<file path="src/rtl/lcd_pkg.sv">
// Shared LCD definitions: byte-writer state encoding and default HD44780-style
// timing (clocks at 50 MHz), also used by the power-on init controller.
package lcd_pkg;

  localparam int LCD_E_PULSE_CYCLES    = 12;
  localparam int LCD_SETUP_CYCLES      = 2;
  localparam int LCD_NIBBLE_GAP_CYCLES = 50;
  localparam int LCD_BYTE_GAP_CYCLES   = 2000;
  localparam int LCD_CLEAR_GAP_CYCLES  = 82000;
  localparam int LCD_CNT_W             = 17;

  typedef logic [LCD_CNT_W-1:0] lcd_count_t;
  typedef logic [7:0]           lcd_byte_t;
  typedef logic [3:0]           lcd_nibble_t;

  typedef enum logic [2:0] {
    LCD_IDLE     = 3'd0,
    LCD_HI_SETUP = 3'd1,
    LCD_HI_PULSE = 3'd2,
    LCD_NIB_GAP  = 3'd3,
    LCD_LO_SETUP = 3'd4,
    LCD_LO_PULSE = 3'd5,
    LCD_BYTE_GAP = 3'd6,
    LCD_DONE     = 3'd7
  } lcd_wr_state_e;

  // Clear display (0x01) and return home (0x02) need the long post-wait.
  function automatic logic lcd_is_slow_cmd(input logic rs, input lcd_byte_t data);
    return !rs && ((data == 8'h01) || (data == 8'h02));
  endfunction

endpackage

</file>
<file path="src/rtl/lcd_delay_counter.sv">
// Dwell down-counter: loads on state entry, expired flags the last cycle of
// the dwell (count == 1); holds at 0 when idle.
module lcd_delay_counter #(
  parameter int W = 17
) (
  input  logic         Clock,
  input  logic         Reset,
  input  logic         load,
  input  logic [W-1:0] load_value,
  output logic         expired
);

  logic [W-1:0] count;

  always_ff @(posedge Clock) begin
    if (Reset) begin
      count <= '0;
    end else if (load) begin
      count <= load_value;
    end else if (count > W'(1)) begin
      count <= count - W'(1);
    end
  end

  assign expired = (count == W'(1));

endmodule

</file>
<file path="src/rtl/lcd_byte_writer.sv">
// Writes one byte to a 4-bit LCD bus as two E-strobed nibbles, then waits.
// Build option LCD_CLEAR_DELAY_EN: long post-wait for clear/home commands.
module lcd_byte_writer
  import lcd_pkg::*;
#(
  parameter int E_PULSE_CYCLES    = LCD_E_PULSE_CYCLES,
  parameter int SETUP_CYCLES      = LCD_SETUP_CYCLES,
  parameter int NIBBLE_GAP_CYCLES = LCD_NIBBLE_GAP_CYCLES,
  parameter int BYTE_GAP_CYCLES   = LCD_BYTE_GAP_CYCLES,
  parameter int CLEAR_GAP_CYCLES  = LCD_CLEAR_GAP_CYCLES
) (
  input  logic          Clock,
  input  logic          Reset,
  input  logic          iValid,
  input  logic          iRS,
  input  lcd_byte_t     iData,
  output logic          oReady,
  output logic          oDone,
  output logic          oLCD_Enabled,
  output logic          oLCD_RegisterSelect,
  output lcd_nibble_t   oLCD_Data,
  output logic          oLCD_ReadWrite,
  output logic          oLCD_StrataFlashControl,
  output lcd_wr_state_e oDebugState
);

  localparam int MaxDwell = (1 << LCD_CNT_W) - 1;

  // A zero dwell would never reach 1 and hang the state machine.
  localparam bit CfgOk =
    (E_PULSE_CYCLES    >= 1) && (E_PULSE_CYCLES    <= MaxDwell) &&
    (SETUP_CYCLES      >= 1) && (SETUP_CYCLES      <= MaxDwell) &&
    (NIBBLE_GAP_CYCLES >= 1) && (NIBBLE_GAP_CYCLES <= MaxDwell) &&
    (BYTE_GAP_CYCLES   >= 1) && (BYTE_GAP_CYCLES   <= MaxDwell) &&
    (CLEAR_GAP_CYCLES  >= 1) && (CLEAR_GAP_CYCLES  <= MaxDwell);

  if (!CfgOk) begin : g_bad_cfg
    $error("lcd_byte_writer: every dwell must be within 1..2^17-1 clocks");
  end

  lcd_wr_state_e state;
  lcd_wr_state_e nextState;
  lcd_byte_t     dataReg;
  logic          rsReg;
  logic          accept;
  logic          load;
  logic          expired;
  lcd_count_t    loadValue;
  lcd_count_t    postWait;
  lcd_byte_t     byteNext;
  logic          rsNext;

  assign accept   = (state == LCD_IDLE) && iValid;
  assign byteNext = accept ? iData : dataReg;
  assign rsNext   = accept ? iRS : rsReg;

`ifdef LCD_CLEAR_DELAY_EN
  assign postWait = lcd_is_slow_cmd(rsReg, dataReg) ? lcd_count_t'(CLEAR_GAP_CYCLES)
                                                    : lcd_count_t'(BYTE_GAP_CYCLES);
`else
  assign postWait = lcd_count_t'(BYTE_GAP_CYCLES);
`endif

  always_comb begin
    nextState = state;
    case (state)
      LCD_IDLE:     if (iValid)  nextState = LCD_HI_SETUP;
      LCD_HI_SETUP: if (expired) nextState = LCD_HI_PULSE;
      LCD_HI_PULSE: if (expired) nextState = LCD_NIB_GAP;
      LCD_NIB_GAP:  if (expired) nextState = LCD_LO_SETUP;
      LCD_LO_SETUP: if (expired) nextState = LCD_LO_PULSE;
      LCD_LO_PULSE: if (expired) nextState = LCD_BYTE_GAP;
      LCD_BYTE_GAP: if (expired) nextState = LCD_DONE;
      LCD_DONE:     if (expired) nextState = LCD_IDLE;
    endcase
  end

  // Counter reloads with the dwell of whichever state is being entered.
  always_comb begin
    load      = (nextState != state);
    loadValue = '0;
    case (nextState)
      LCD_HI_SETUP, LCD_LO_SETUP: loadValue = lcd_count_t'(SETUP_CYCLES);
      LCD_HI_PULSE, LCD_LO_PULSE: loadValue = lcd_count_t'(E_PULSE_CYCLES);
      LCD_NIB_GAP:                loadValue = lcd_count_t'(NIBBLE_GAP_CYCLES);
      LCD_BYTE_GAP:               loadValue = postWait;
      LCD_DONE:                   loadValue = lcd_count_t'(1);
      default:                    loadValue = '0;
    endcase
  end

  lcd_delay_counter #(
    .W (LCD_CNT_W)
  ) u_delay (
    .Clock      (Clock),
    .Reset      (Reset),
    .load       (load),
    .load_value (loadValue),
    .expired    (expired)
  );

  // Outputs are decoded from the next state so they line up with the state register.
  always_ff @(posedge Clock) begin
    if (Reset) begin
      state               <= LCD_IDLE;
      dataReg             <= '0;
      rsReg               <= 1'b0;
      oReady              <= 1'b1;
      oDone               <= 1'b0;
      oLCD_Enabled        <= 1'b0;
      oLCD_RegisterSelect <= 1'b0;
      oLCD_Data           <= '0;
    end else begin
      state <= nextState;
      if (accept) begin
        dataReg <= iData;
        rsReg   <= iRS;
      end
      oReady              <= (nextState == LCD_IDLE);
      oDone               <= (nextState == LCD_DONE);
      oLCD_Enabled        <= (nextState == LCD_HI_PULSE) || (nextState == LCD_LO_PULSE);
      oLCD_RegisterSelect <= (nextState == LCD_IDLE) ? 1'b0 : rsNext;
      case (nextState)
        LCD_HI_SETUP, LCD_HI_PULSE, LCD_NIB_GAP:  oLCD_Data <= byteNext[7:4];
        LCD_LO_SETUP, LCD_LO_PULSE, LCD_BYTE_GAP: oLCD_Data <= byteNext[3:0];
        default:                                  oLCD_Data <= '0;
      endcase
    end
  end

  assign oLCD_ReadWrite          = 1'b0;
  assign oLCD_StrataFlashControl = 1'b1;
  assign oDebugState             = state;

endmodule

</file>
<file path="config.mk">
export PLATFORM = sky130hd
export DESIGN_NAME = lcd_byte_writer
export DESIGN_NICKNAME = d
export VERILOG_FILES = /design/src/rtl/lcd_pkg.sv /design/src/rtl/lcd_delay_counter.sv /design/src/rtl/lcd_byte_writer.sv
export SDC_FILE = /design/constraint.sdc
export NUM_CORES = 1
export LEC_CHECK = 0
export CORE_ASPECT_RATIO = 0.75
export CORE_MARGIN = 1.5
export CORE_UTILIZATION = 40
export DETAILED_ROUTE_END_ITERATION = 10
export GPL_TIMING_DRIVEN = 1
export PLACE_DENSITY = 0.66
export SLEW_MARGIN = 30
export SYNTH_ARGS = -nofsm -noshare
export SYNTH_HDL_FRONTEND = slang
export SYNTH_HIERARCHICAL = 1
export SYNTH_SLANG_ARGS = --single-unit
</file>
<file path="constraint.sdc">
create_clock -name Clock -period 6.7 [get_ports Clock]
set_input_delay 1.34 -clock Clock [delete_from_list [all_inputs] [get_ports Clock]]
set_output_delay 1.34 -clock Clock [all_outputs]
set_load 0.05 [all_outputs]
</file>
==> key figures <==
Outcome
  – Run status: completed

Clock network
  – Number of buffers on the longest clock path: 2
  – CTS tree: yes
  – Count of instances resized after the clock tree is built: 0
  – Total CTS buffers: 5
  – Number of clock sinks seen by CTS: 37
  – Clk Tree Root Cell: sky130_fd_sc_hd__clkbuf_8
  – Clock transition at path regs: around 0.080 ns
  – H-tree levels: 2
  – Clk Latency, worst-skew pair: between 0.2 and 0.3 ns
  – Post-CTS Hold Buffers: 0
  – Count of buffers added by post-CTS timing repair for setup: 0

Die
  – DIE HEIGHT: 63.6 µm
  – Io pins: 25
  – Total core area: roughly 0.0046 mm²
  – Number of rows created at floorplan: 21
  – Die Wd: 83.8 µm
  – Area of the die: roughly 0.0053 mm²
  – Initial core utilization: 42.8%

Setup path
  – Crit end category: register
  – Worst Path Arrival: 4.16 ns
  – Critical Path End: u_delay/count[10]
  – Register-to-register setup slack: about 3.3 ns
  – Critical Path Start: iValid
  – Biggest fanout along the worst timing path: 29
  – Crit path cell chain: clkdlybuf4s50_1 -> nor4b_4 -> a21o_1 -> or2_1 -> a21oi_1 -> or4_1 -> o211a_1
  – Type of origin of the critical path: input port
  – Worst Path Required: a little under 7 ns
  – Worst flop-to-flop path startpoint: u_delay/count[11]
  – Reg-to-reg critical path endpoint: u_delay/count[10]
  – Critical-path cell with the highest stage delay: sky130_fd_sc_hd__nor4b_4
  – Type of the setup path with the least slack: input port to register
  – Worst reg2reg path depth: 8
  – Maximum single-stage delay on the critical path: 0.72 ns

Cells and area
  – Fraction of layout instances using a drive strength above 1: about 8.7%
  – Share of the core filled with cells in the final layout: 50.3%
  – Area growth from synthesis to final layout: 17.5%
  – Fill count: roughly 450
  – Layout net count: 255
  – Antenna diode count: 0

Yosys
  – Number of enable-type register cells in the synthesized netlist: 0
  – Synthesized area divided by synthesized cell count: between 8 and 9 µm²
  – Area contributors post-synth: sky130_fd_sc_hd__dfxtp_1, sky130_fd_sc_hd__mux2i_1, sky130_fd_sc_hd__nor2_1
  – Most frequent cell after synthesis: sky130_fd_sc_hd__dfxtp_1
  – Top FF cell, synth: sky130_fd_sc_hd__dfxtp_1
  – FF+latch count, synth: 37
  – Seq/Total Area, Yosys: between 30% and 40%
  – Share of the synthesized area in the top cell type: between 30 and 40%
  – Synth unique cells: between 50 and 60
  – Most numerous cell types in the synthesized netlist: sky130_fd_sc_hd__dfxtp_1, sky130_fd_sc_hd__nor2_1, sky130_fd_sc_hd__nand2_1
  – Number of instances in the synthesized netlist: 219
  – Yosys warning count: 6
  – Summed instance area of the synthesized netlist: 0.00196 mm²
  – Async set-or-reset flop fraction in the synthesized netlist: 0%
  – Cell taking the most area after synthesis: sky130_fd_sc_hd__dfxtp_1

STA
  – Max frequency: 251 MHz
  – Pin slew with the least headroom to its limit: 0.831 ns
  – Min Clock Period, post-route: 3.98 ns
  – Final Skew: 0.00357 ns
  – Post-route clock period utilization: 59.4%
  – Worst relative slew slack: between 40 and 50%
  – Setup repair after global routing missed its margin: no
  – Setup TNS: 0 ns
  – Number of endpoints with negative hold slack in the final report: 0
  – Final count of pins violating max slew: 0
  – Setup Viol. Count Final: 0

Detailed routing
  – Total wire length after detailed routing: around 4.0 mm
  – Detail Route Antenna Nets: 0
  – DRC violation count after routing: 0
  – Via density per instance: roughly 5.3
  – Initial drt markers: between 60 and 70
  – Via count: ~1600
  – Routed len/inst: roughly 13 µm
  – Pre-antenna DRT Iters: 4

Global route
  – Number of global-route vias before repair: approximately 1400
  – GR Overflow Total: 0
  – Number of antenna violations at the first check in global routing: 0
  – Global-route wire length before repair: around 6.7 mm
  – Largest net degree at the start of global routing: 33
  – Gr usage total: between 10% and 20%

Flow run
  – Count of max-cap constraint violations: 0

Power
  – VDD IR max: approximately 190 µV
  – Static leakage power: between 0.9 and 1 nW
  – Power per cell area: 335 mW/mm²

Placement
  – RePlAce Congestion: between 0.7 and 0.8
  – IO Port Bufs: 22
  – Post-DP HPWL: 2.75 mm

Worst hold path
  – Worst hold-check path type: register to register
==> area by class of cell <==
type | count | area, µm² | area share (%)
Clock inverter | 3 | 46.3 | 2.01
Multi-Input combinational cell | 169 | 1130 | 49.3
Tap cell | 57 | 71.3 | 3.10
Timing Repair Buffer | 22 | 215 | 9.36
Clock buffer | 5 | 68.8 | 2.99
Inverter | 6 | 22.5 | 0.980
Sequential cell | 37 | 741 | 32.2
==> how the worst min path moves through the flow <==
stage / from / endpoint / slack (ns) / depth (start not counted)
global route: dataReg[5] / dataReg[5] / 0.52 / 2
CTS: dataReg[6] / dataReg[6] / 0.50 / 2
floorplan: rsReg / oLCD_RegisterSelect / 0.46 / 2
finish: dataReg[6] / dataReg[6] / 0.50 / 2
global placement: dataReg[7] / dataReg[7] / 0.47 / 2
detailed placement: dataReg[6] / dataReg[6] / 0.48 / 2
==> registers in the layout, indices dropped and copies added (netlist names) <==
name / cells
u_delay/count: 17
oReady: 1
oLCD_Data: 4
rsReg: 1
oDone: 1
oLCD_Enabled: 1
dataReg: 8
oLCD_RegisterSelect: 1
oDebugState: 3
==> per-stage QoR <==
| stage | hold slack, ns | instances | setup WS [ns] | power [W] | area (µm²) |
|---|---|---|---|---|---|
| after CTS | 0.498 | 299 | 2.75 | 0.000774 | 2300 |
| after global routing | 0.523 | 299 | 2.56 | 0.000819 | 2300 |
| final | 0.495 | 299 | 2.72 | 0.000769 | 2300 |
| after global placement | 0.468 | 291 | 2.48 | 0.000574 | 2190 |
| after floorplan | 0.456 | 225 | 3.90 | 0.000519 | 1980 |
| after detailed placement | 0.479 | 291 | 2.44 | 0.000576 | 2180 |
==> kinds of logic (layout without fill, tap and decap cells) <==
family	Yosys count	count (layout)	share of synthesized area, %
AOI/OAI and AO/OA	44	44	16.1
DFF	37	37	37.9
xor gates and xnor gates	16	16	7.16
buffers and inverters	19	36	5.37
other	2	8	0.384
muxes	12	12	6.20
and+or+nand+nor	87	87	25.6
adders and majority gates	2	2	1.28
==> power by group <==
group	internal (W)	switching (W)
clock	0.000111	0.0000846
sequential	0.000254	0.0000446
combinational	0.000120	0.000154
==> routing by layer <==
layer | vias to the layer above | global-route usage (%) | routed length (µm)
li1 | 816 | - | -
met2 | 31 | 22.8 | 1680
met1 | 737 | 23.2 | 2130
met4 | 0 | 4.92 | 36
met3 | 4 | 3.93 | 142
met5 | - | 0 | 0
==> placed cells by master, fill, tap and decap left out, types with 4 or more instances in the layout <==
master and count:
sky130_fd_sc_hd__dfxtp_1 37, sky130_fd_sc_hd__nor2_1 28, sky130_fd_sc_hd__clkdlybuf4s50_1 21, sky130_fd_sc_hd__nand2_1 14, sky130_fd_sc_hd__mux2i_1 11, sky130_fd_sc_hd__a21oi_1 9
sky130_fd_sc_hd__xnor2_1 8, sky130_fd_sc_hd__xor2_1 8, sky130_fd_sc_hd__conb_1 8, sky130_fd_sc_hd__nand2b_1 6, sky130_fd_sc_hd__inv_1 6, sky130_fd_sc_hd__nor3_1 6
sky130_fd_sc_hd__nand4_1 6, sky130_fd_sc_hd__o21ai_1 6, sky130_fd_sc_hd__clkbuf_8 5, sky130_fd_sc_hd__o211a_1 5, sky130_fd_sc_hd__o22a_1 4
==> worst max-delay path: cells and delay by family <==
family | cells | cell delay, ns
buffers and inverters | 1 | 0.55
AO/OA/AOI/OAI | 3 | 0.95
AND/OR/NAND/NOR | 3 | 1.32
Power figures use the tool's default switching activity.
